## src/rtl/dense4_mac_layer.sv

```systemverilog
// Four-neuron serial MAC bank: num_inputs beats, then shift/bias/saturate; results 2 edges after last beat.
// Backpressure: in_ready is high only while accumulating; in_valid gaps of any length just pause the sum.
module dense4_mac_layer #(
  parameter int input_width  = 8,
  parameter int weight_width = 8,
  parameter int num_inputs   = 16,
  parameter int acc_width    = 24,
  parameter int frac_shift   = 4,
  parameter int output_width = 12
) (
  input  logic                            clk,
  input  logic                            rst_n,
  input  logic                            start,
  input  logic                            in_valid,
  output logic                            in_ready,
  input  logic signed [input_width-1:0]   in_data,
  input  logic signed [weight_width-1:0]  w0,
  input  logic signed [weight_width-1:0]  w1,
  input  logic signed [weight_width-1:0]  w2,
  input  logic signed [weight_width-1:0]  w3,
  input  logic signed [output_width-1:0]  b0,
  input  logic signed [output_width-1:0]  b1,
  input  logic signed [output_width-1:0]  b2,
  input  logic signed [output_width-1:0]  b3,
  output logic signed [output_width-1:0]  out0,
  output logic signed [output_width-1:0]  out1,
  output logic signed [output_width-1:0]  out2,
  output logic signed [output_width-1:0]  out3,
  output logic                            output_ready,
  output logic                            busy
);

  localparam int cnt_width = $clog2(num_inputs + 1);
  localparam logic [cnt_width-1:0] last_beat = cnt_width'(num_inputs - 1);
  localparam logic signed [acc_width:0] sat_max =
    {{(acc_width + 2 - output_width){1'b0}}, {(output_width - 1){1'b1}}};
  localparam logic signed [acc_width:0] sat_min =
    {{(acc_width + 2 - output_width){1'b1}}, {(output_width - 1){1'b0}}};

  typedef enum logic [1:0] {IDLE, ACCUM, FINAL} state_t;

  state_t                         state;
  logic [cnt_width-1:0]           cnt;
  logic signed [acc_width-1:0]    acc  [4];
  logic signed [acc_width-1:0]    prod [4];
  logic signed [weight_width-1:0] w    [4];
  logic signed [output_width-1:0] b    [4];
  logic signed [output_width-1:0] res  [4];

  assign w[0] = w0;
  assign w[1] = w1;
  assign w[2] = w2;
  assign w[3] = w3;
  assign b[0] = b0;
  assign b[1] = b1;
  assign b[2] = b2;
  assign b[3] = b3;

  function automatic logic signed [acc_width-1:0] mul(
    input logic signed [input_width-1:0]  a,
    input logic signed [weight_width-1:0] c
  );
    logic signed [acc_width-1:0] ae;
    logic signed [acc_width-1:0] ce;
    ae = {{(acc_width - input_width){a[input_width-1]}}, a};
    ce = {{(acc_width - weight_width){c[weight_width-1]}}, c};
    return ae * ce;
  endfunction

  // One extra bit of headroom makes the bias add exact before clamping.
  function automatic logic signed [output_width-1:0] scale(
    input logic signed [acc_width-1:0]    a,
    input logic signed [output_width-1:0] bias
  );
    logic signed [acc_width-1:0] sh;
    logic signed [acc_width:0]   sum;
    sh  = a >>> frac_shift;
    sum = {sh[acc_width-1], sh} + {{(acc_width + 1 - output_width){bias[output_width-1]}}, bias};
    if (sum > sat_max)      return {1'b0, {(output_width - 1){1'b1}}};
    else if (sum < sat_min) return {1'b1, {(output_width - 1){1'b0}}};
    else                    return sum[output_width-1:0];
  endfunction

  always_comb begin
    for (int k = 0; k < 4; k++) begin
      prod[k] = mul(in_data, w[k]);
      res[k]  = scale(acc[k], b[k]);
    end
  end

  always_ff @(posedge clk or negedge rst_n) begin
    if (!rst_n) begin
      state        <= IDLE;
      cnt          <= '0;
      for (int k = 0; k < 4; k++) acc[k] <= '0;
      out0         <= '0;
      out1         <= '0;
      out2         <= '0;
      out3         <= '0;
      output_ready <= 1'b0;
      in_ready     <= 1'b0;
      busy         <= 1'b0;
    end else begin
      output_ready <= 1'b0;
      case (state)
        IDLE: begin
          if (start) begin
            state    <= ACCUM;
            cnt      <= '0;
            for (int k = 0; k < 4; k++) acc[k] <= '0;
            in_ready <= 1'b1;
            busy     <= 1'b1;
          end
        end
        ACCUM: begin
          if (in_valid && in_ready) begin
            for (int k = 0; k < 4; k++) acc[k] <= acc[k] + prod[k];
            cnt <= cnt + cnt_width'(1);
            if (cnt == last_beat) begin
              state    <= FINAL;
              in_ready <= 1'b0;
            end
          end
        end
        FINAL: begin
          out0         <= res[0];
          out1         <= res[1];
          out2         <= res[2];
          out3         <= res[3];
          output_ready <= 1'b1;
          busy         <= 1'b0;
          state        <= IDLE;
        end
        default: state <= IDLE;
      endcase
    end
  end

endmodule

```

## config.mk

```make
export PLATFORM = sky130hd
export DESIGN_NAME = dense4_mac_layer
export DESIGN_NICKNAME = d
export VERILOG_FILES = /design/src/rtl/dense4_mac_layer.sv
export SDC_FILE = /design/constraint.sdc
export NUM_CORES = 1
export LEC_CHECK = 0
export CAP_MARGIN = 25
export CORE_UTILIZATION = 42
export CTS_CLUSTER_DIAMETER = 120
export CTS_CLUSTER_SIZE = 24
export DETAILED_ROUTE_END_ITERATION = 12
export DONT_BUFFER_PORTS = 1
export REMOVE_ABC_BUFFERS = 1
export SYNTH_ARGS = -nofsm -noshare
export SYNTH_HDL_FRONTEND = slang
export SYNTH_SLANG_ARGS = --single-unit
export TNS_END_PERCENT = 100
```

## constraint.sdc

```tcl
create_clock -name clk -period 5.1 [get_ports clk]
set_clock_uncertainty 0.1 [all_clocks]
set_input_delay 1.02 -clock clk [delete_from_list [all_inputs] [get_ports clk]]
set_output_delay 1.02 -clock clk [all_outputs]
set_load 0.05 [all_outputs]
```

==> results of run 1 <==
state kept, by name (all words and copies together) (netlist names):
register,count
out2,12
out1,12
acc,96
cnt,5
state,2
output_ready,1
out0,12
in_ready,1
out3,12
busy,1
per-layer routing:
| layer | wire length [um] | up-vias | GRT usage |
|---|---|---|---|
| met2 | 31100 | 285 | 0.360 |
| met1 | 27200 | 9877 | 0.263 |
| met3 | 2860 | 69 | 0.0427 |
| met4 | 1190 | 2 | 0.0552 |
| met5 | 18 | - | 0 |
| li1 | - | 9567 | - |
timing repair:
action	CTS	global route
cloned	0	0
buffers inserted	24	13
gates resized for setup	197	101
setup endpoints to repair	32	39
pin swaps	159	107
metrics by stage:
step / cell area (um2) / util
2_1_floorplan: 25800 / -
3_3_place_gp: 28900 / 0.475
3_5_place_dp: 28900 / 0.475
4_1_cts: 30600 / 0.503
5_1_grt: 31100 / 0.512
6_report: 31100 / 0.512
worst reg2reg max path, cell delays in order (launching register included):
cell and delay (ns):
dfrtp_1 0.35, inv_1 0.07, fa_1 0.54, inv_1 0.05, fa_1 0.50, inv_1 0.05, fa_1 0.49, inv_1 0.06
fa_2 0.54, ha_4 0.20, ha_4 0.21, nor2b_4 0.13, o21ai_4 0.15, a21boi_2 0.08, o211ai_1 0.27, a21oi_2 0.13
a2111oi_4 0.29, buf_4 0.19, nor3_4 0.05, o311a_1 0.31, or3_1 0.31, a32o_1 0.25
cell families (layout without fill, tap and decap cells):
family / Yosys count / count (layout) / share of synthesized area
compound gates: 498 / 498 / 0.130
xor+xnor: 133 / 133 / 0.0448
buf+inv: 481 / 761 / 0.0699
fa+ha+maj: 718 / 718 / 0.466
flops: 154 / 154 / 0.148
simple gates: 746 / 746 / 0.139
mux: 4 / 4 / 0.00159
other cells: 0 / 2 / 0
path summary, 6_finish.rpt:
kind	startpoint	end	slack (ns)
worst max-delay path	in_data[0]	acc[70]$_DFFE_PN0P_	-0.52
worst min-delay path	rst_n	out3[11]$_DFFE_PN0P_	0.11
worst max register to register	acc[54]$_DFFE_PN0P_	acc[70]$_DFFE_PN0P_	-0.32
worst min register to register	cnt[4]$_DFFE_PN0P_	cnt[4]$_DFFE_PN0P_	0.38
max in group asynchronous	rst_n	out0[7]$_DFFE_PN0P_	4.31
min in group clk	cnt[4]$_DFFE_PN0P_	cnt[4]$_DFFE_PN0P_	0.38
final cells by class:
type,count,area [um2]
clock buffers,24,482
diodes,2,5.00
flip-flops and latches,154,3850
clock inverters,8,109
fillers,5509,29700
repair buffers,313,2470
well taps,782,978
multi-input cells,2099,21700
inverters,416,1570
synthesized netlist by cell type, types with 9 or more instances:
library cell | count | share of area
xnor2_1 | 82 | 0.028
fa_1 | 420 | 0.32
nor3_1 | 42 | 0.0081
o21bai_1 | 15 | 0.0043
nand4_1 | 10 | 0.0024
clkbuf_1 | 53 | 0.0076
nor2_1 | 143 | 0.021
a211oi_1 | 16 | 0.0046
o21ai_0 | 115 | 0.022
inv_1 | 412 | 0.059
and3_1 | 15 | 0.0036
xor2_1 | 51 | 0.017
a22o_1 | 29 | 0.0098
a21oi_1 | 109 | 0.021
a21o_1 | 37 | 0.011
o21a_1 | 15 | 0.0043
o31ai_1 | 14 | 0.0040
nor2b_1 | 22 | 0.0053
nand2_1 | 249 | 0.036
ha_1 | 298 | 0.14
o211ai_1 | 25 | 0.0072
a21oi_2 | 9 | 0.0030
nand2b_1 | 31 | 0.0075
a31oi_1 | 12 | 0.0029
and2_1 | 137 | 0.033
nand3_1 | 34 | 0.0065
dfrtp_1 | 154 | 0.15
or2_2 | 12 | 0.0029
or3_1 | 27 | 0.0065
placed cells by master, fill, tap and decap left out, types with 29 or more instances in the layout:
cell     instances
dfrtp_1        154
and2_1         130
fa_1           401
o21ai_0         91
ha_1           246
a21oi_1         89
xor2_1          51
nand2_1        238
xnor2_1         80
a21o_1          37
nor3_1          36
nand3_1         33
nor2_1         136
buf_4          290
a22o_1          29
inv_1          388
ha_4            41
==> summary.txt, run 1 <==
Logic synthesis
  • Yosys reg bits: 154
  • Post-Syn Area: 26000 um2
  • EDFF count, synth: 0
  • Register area share after synthesis: 0.148
  • Yosys warns: 0
  • Ys async rst share: 1.00
  • Mapped Avg Cell Area: between 9 and 10 um2
  • Most used DFF post-synth: dfrtp_1
  • Synth Instances: roughly 2700
  • Synth cell types: between 70 and 80

Status
  • Failing checks: setup timing
  • Status: complete, but fails checks

Min path
  • Hold Path Class: primary input to asynchronous set/reset pin

STA
  • Tcrit/Tclk final: 1.10
  • Final setup slack of the worst path: -0.515 ns
  • Slew headroom: 0.493
  • Final hold violations: 0
  • Setup TNS: -5.24 ns
  • Fmax: 178 MHz
  • RSZ-0062 raised after global routing: true
  • Setup violators final: 26
  • Slew Limit Fails: 0
  • Worst-Margin Slew: between 0.7 and 0.8 ns
  • Hold_ws: roughly 0.11 ns
  • Minimum clock period: between 5 and 6 ns

Finish
  • Ratio of cells with drive above 1 in the final layout: 0.191
  • Layout area overhead: 19.6%
  • Count of nets after finishing: 3811
  • Non-filler cells, final: between 3000 and 4000

Worst setup path
  • Critical path depth: 18
  • Buffers & Inverters on Critical Path: 2
  • Most used cell, CP: fa_1
  • Type of origin of the critical path: primary input
  • CP Cell Sequence: nand2b_4 > fa_1 > fa_1 > inv_2 > fa_1 > fa_1 > fa_2 > ha_4 > o21ai_4 > a21boi_2 > o211ai_1 > a21oi_2 > a2111oi_4 > buf_4 > nor3_4 > o311a_1 > or3_1 > a32o_1
  • Critical-path top delay cell: fa_2
  • CP top delay family: adder cells
  • Worst Setup End Kind: flip-flop
  • Crit path arrival time: 5.89 ns
  • Kind of critical path: primary input to flip-flop
  • Worst R2R Path Depth: 21
  • Worst Path Max Fanout: 32
  • WP data required: 5.38 ns
  • Crit-path max cell delay: 0.57 ns

Floorplanning
  • Die area: 63000 um2
  • Cell Rows: 90
  • Initial Utilization: 0.428
  • Top-Level Pins: 143
  • Die Wd: 251 um
  • Core footprint: 60800 um2
  • Die height: roughly 250 um

Global route
  • Largest net degree at the start of global routing: roughly 160
  • Initial antenna violation count: 3
  • Global Route Usage Sum: 0.208
  • First-pass GRT wire length: 106000 um
  • Vias in the first global route: around 21000
  • Grt ovf: 0

Clocking
  • CTS clk-pin slew, worst paths: roughly 0.080 ns
  • CTS sink count: 154
  • Skew-Pair Late Insertion Delay: approximately 0.50 ns
  • H-tree depth: 4
  • CTS Buffer Depth: 2
  • CTS tree: yes
  • Total CTS buffers: 17
  • Cts hold-fix bufs: 0
  • CTS Root Cell: clkbuf_16

Route
  • TritonRoute pass-1 iters: 5
  • Remaining antenna violation count: 0
  • Drt drc: 0
  • Routed WL: ~62000 um
  • Vias per inst: 5.21
  • Avg WL per Cell: roughly 16 um
  • DR iter-0 viols: 765
  • DR vias: 19800

Run
  • Maximum Capacitance Violations: 0

Placement
  • PortBufs: 0
  • Dpl ws: -1.35 ns
  • Dpl cells: 3732
  • GP Congestion: 0.865
  • DP HPWL: 49400 um
Power of run 1 is not shown: default switching activity piles up to over one toggle a cycle in this logic, so the estimate is an artifact.
==> run 2: changes to the inputs <==
--- a/config.mk
+++ b/config.mk
@@ -5,12 +5,13 @@
 export SDC_FILE = /design/constraint.sdc
 export NUM_CORES = 1
 export LEC_CHECK = 0
+export ABC_AREA = 1
+export BUFFER_PORTS_ARGS = -buffer_cell sky130_fd_sc_hd__buf_2
 export CAP_MARGIN = 25
 export CORE_UTILIZATION = 42
 export CTS_CLUSTER_DIAMETER = 120
 export CTS_CLUSTER_SIZE = 24
 export DETAILED_ROUTE_END_ITERATION = 12
-export DONT_BUFFER_PORTS = 1
 export REMOVE_ABC_BUFFERS = 1
 export SYNTH_ARGS = -nofsm -noshare
 export SYNTH_HDL_FRONTEND = slang
==> run 2 against run 1 <==
  * The run still ends with setup timing left
  * Via count increased by 26%
  * Clock-buffer cell count decreased by 7
  * Register-to-register slack improved by 0.63 ns
  * Cell count increased by 35%
  * Utilization increased by 3.9 points
  * Synthesized area increased by 10%
  * Worst setup slack improved by 0.41 ns
  * Die area increased by 10%
  * Critical endpoint is now acc[22]$_DFFE_PN0P_
==> summary.txt, run 2 <==
STA
  • Final setup slack of the worst path: -0.103 ns
  • Setup violators final: 13
  • Slew Limit Fails: 0
  • Slew headroom: 0.464
  • Worst-Margin Slew: 0.804 ns
  • Tcrit/Tclk final: 1.02
  • Setup TNS: -0.643 ns
  • Fmax: 192 MHz
  • Minimum clock period: 5.20 ns
  • Final hold violations: 0
  • RSZ-0062 raised after global routing: true

Floorplanning
  • Cell Rows: 95
  • Initial Utilization: 0.426
  • Die area: 69300 um2
  • Die height: between 200 and 300 um
  • Die Wd: 263 um
  • Core footprint: 67300 um2
  • Top-Level Pins: 143

Clocking
  • H-tree depth: 4
  • CTS Buffer Depth: 2
  • Total CTS buffers: 17
  • Skew-Pair Late Insertion Delay: 0.49 ns
  • Cts hold-fix bufs: 0
  • CTS tree: yes
  • CTS sink count: 154
  • CTS Root Cell: clkbuf_16
  • CTS clk-pin slew, worst paths: 0.07 ns

Finish
  • Ratio of cells with drive above 1 in the final layout: 0.254
  • Largest register FFs: 96
  • Most frequent cells in the layout: 899 x nand2_1, 689 x inv_1, 395 x fa_1
  • Filler Cell Count: about 6100
  • Top reg by flops: acc
  • Non-filler cells, final: 5114
  • Area of the multi-input gates: 23800 um2
  • Layout area overhead: 29.4%
  • Final core occ: 0.551
  • FF/Latch Area: 3850 um2
  • Count of nets after finishing: 5031
  • Most common cell after layout, fill and taps aside: nand2_1

Run
  • Maximum Capacitance Violations: 0

Logic synthesis
  • Largest family of logic cells by synthesized area: adder cells
  • Area share of xor/xnor cells in the synthesized design: 0.0275
  • Synth cell types: 49
  • Post-synthesis mux area share: 0
  • Synth Area in Simple Gates: 0.207
  • Most frequent cell after synthesis: nand2_1
  • Ys async rst share: 1.00
  • Share of the synthesized area in the top cell type: 0.293
  • Yosys warns: 0
  • Most used DFF post-synth: dfrtp_1
  • Synth top area cells: fa_1 29%, dfrtp_1 13%, ha_1 13%
  • Largest area contributor in the synthesized netlist: fa_1
  • Post-Syn Area: 28700 um2
  • Register area share after synthesis: 0.134
  • Synth Area in Adders: 0.424
  • Compound-Gate Fraction of Synth Area: 0.0948
  • EDFF count, synth: 0
  • Yosys reg bits: 154
  • Synth Instances: 3695
  • Mapped Avg Cell Area: 7.75 um2
  • Post-synth top cells: 963 x nand2_1, 726 x inv_1, 420 x fa_1

Global route
  • Initial antenna violation count: 7
  • First-pass GRT wire length: 129000 um
  • Vias in the first global route: 25200
  • Largest net degree at the start of global routing: 90
  • Global Route Usage Sum: 0.233
  • Grt ovf: 0

Worst setup path
  • Worst Setup End Kind: flip-flop
  • Type of origin of the critical path: primary input
  • WP data required: 5.38 ns
  • Worst Path Max Fanout: 8
  • Crit path arrival time: 5.48 ns
  • Kind of critical path: primary input to flip-flop

Placement
  • Dpl ws: -0.953 ns
  • PortBufs: 142
  • GP Congestion: 0.913
  • DP HPWL: 63900 um
  • Dpl cells: 4994

Status
  • Failing checks: setup timing
  • Status: complete, but fails checks

Route
  • Routed WL: approximately 80000 um
  • Avg WL per Cell: 15.6 um
  • Vias per inst: approximately 4.9
  • Drt drc: 0
  • DR iter-0 viols: 1205
  • TritonRoute pass-1 iters: 5
  • Remaining antenna violation count: 0
  • DR vias: between 20000 and 30000

Min path
  • Hold Path Class: flip-flop to flip-flop
run 2: worst paths after layout:
path,endpoint,slack [ns],cells past startpoint,from
setup / recovery,acc[22]$_DFFE_PN0P_,-0.10,19,in_data[7]
hold / removal,out0[11]$_DFFE_PN0P_,0.38,2,out0[11]$_DFFE_PN0P_
setup reg to reg,acc[44]$_DFFE_PN0P_,0.31,21,acc[30]$_DFFE_PN0P_
hold reg to reg,out0[11]$_DFFE_PN0P_,0.38,2,out0[11]$_DFFE_PN0P_
max in group asynchronous,acc[22]$_DFFE_PN0P_,3.42,2,rst_n
min in group asynchronous,acc[46]$_DFFE_PN0P_,0.45,1,rst_n
run 2: worst max-delay path: stages:
cell and delay [ns]:
buf_12 0.12, buf_16 0.15, nand2_4 0.06, inv_2 0.03, fa_1 0.57, inv_2 0.07
fa_2 0.58, clkinvlp_4 0.15, fa_1 0.45, fa_1 0.59, ha_4 0.23, ha_4 0.29
nand4_1 0.18, nor4_4 0.31, nand3_1 0.12, o211ai_1 0.26, a21oi_1 0.10, o21ai_1 0.10
nand2_1 0.06
run 2: metrics by stage:
step | instance area (um2) | hold slack (ns)
3_3_place_gp | 33200 | 0.362
4_1_cts | 35400 | 0.387
6_report | 37100 | 0.382
2_1_floorplan | 28200 | 0.368
5_1_grt | 37100 | 0.426
3_5_place_dp | 33200 | 0.368
run 2: cell type report:
| type | count | area share |
|---|---|---|
| Multi-Input combinational cell | 2712 | 0.642 |
| Timing Repair Buffer | 596 | 0.132 |
| Sequential cell | 154 | 0.104 |
| Inverter | 740 | 0.0753 |
| Tap cell | 873 | 0.0295 |
| Clock buffer | 17 | 0.0115 |
| Clock inverter | 15 | 0.00493 |
| Antenna cell | 7 | 0.000473 |
run 2: cells by family after synthesis:
family                   count (synthesis)
AO/OA/AOI/OAI                          457
XOR/XNOR                                89
adder cells (fa/ha/maj)                718
buffers and inverters                  829
flip-flops                             154
AND/OR/NAND/NOR                       1448
run 2: repair_timing:
item / in CTS / in global routing
gates cloned: 2 / 3
resized for setup: 243 / 290
endpoints found under the setup margin: 46 / 53
buffers inserted: 38 / 43
pin swaps: 129 / 193
run 2: metal layers:
layer,global-route usage,up-vias,share of wire
met4,0.0569,6,0.017
met3,0.0248,73,0.030
met1,0.318,12000,0.46
met2,0.394,414,0.49
met5,0,-,0.00043
li1,-,12500,-
Power of run 2 is left out for the same reason.
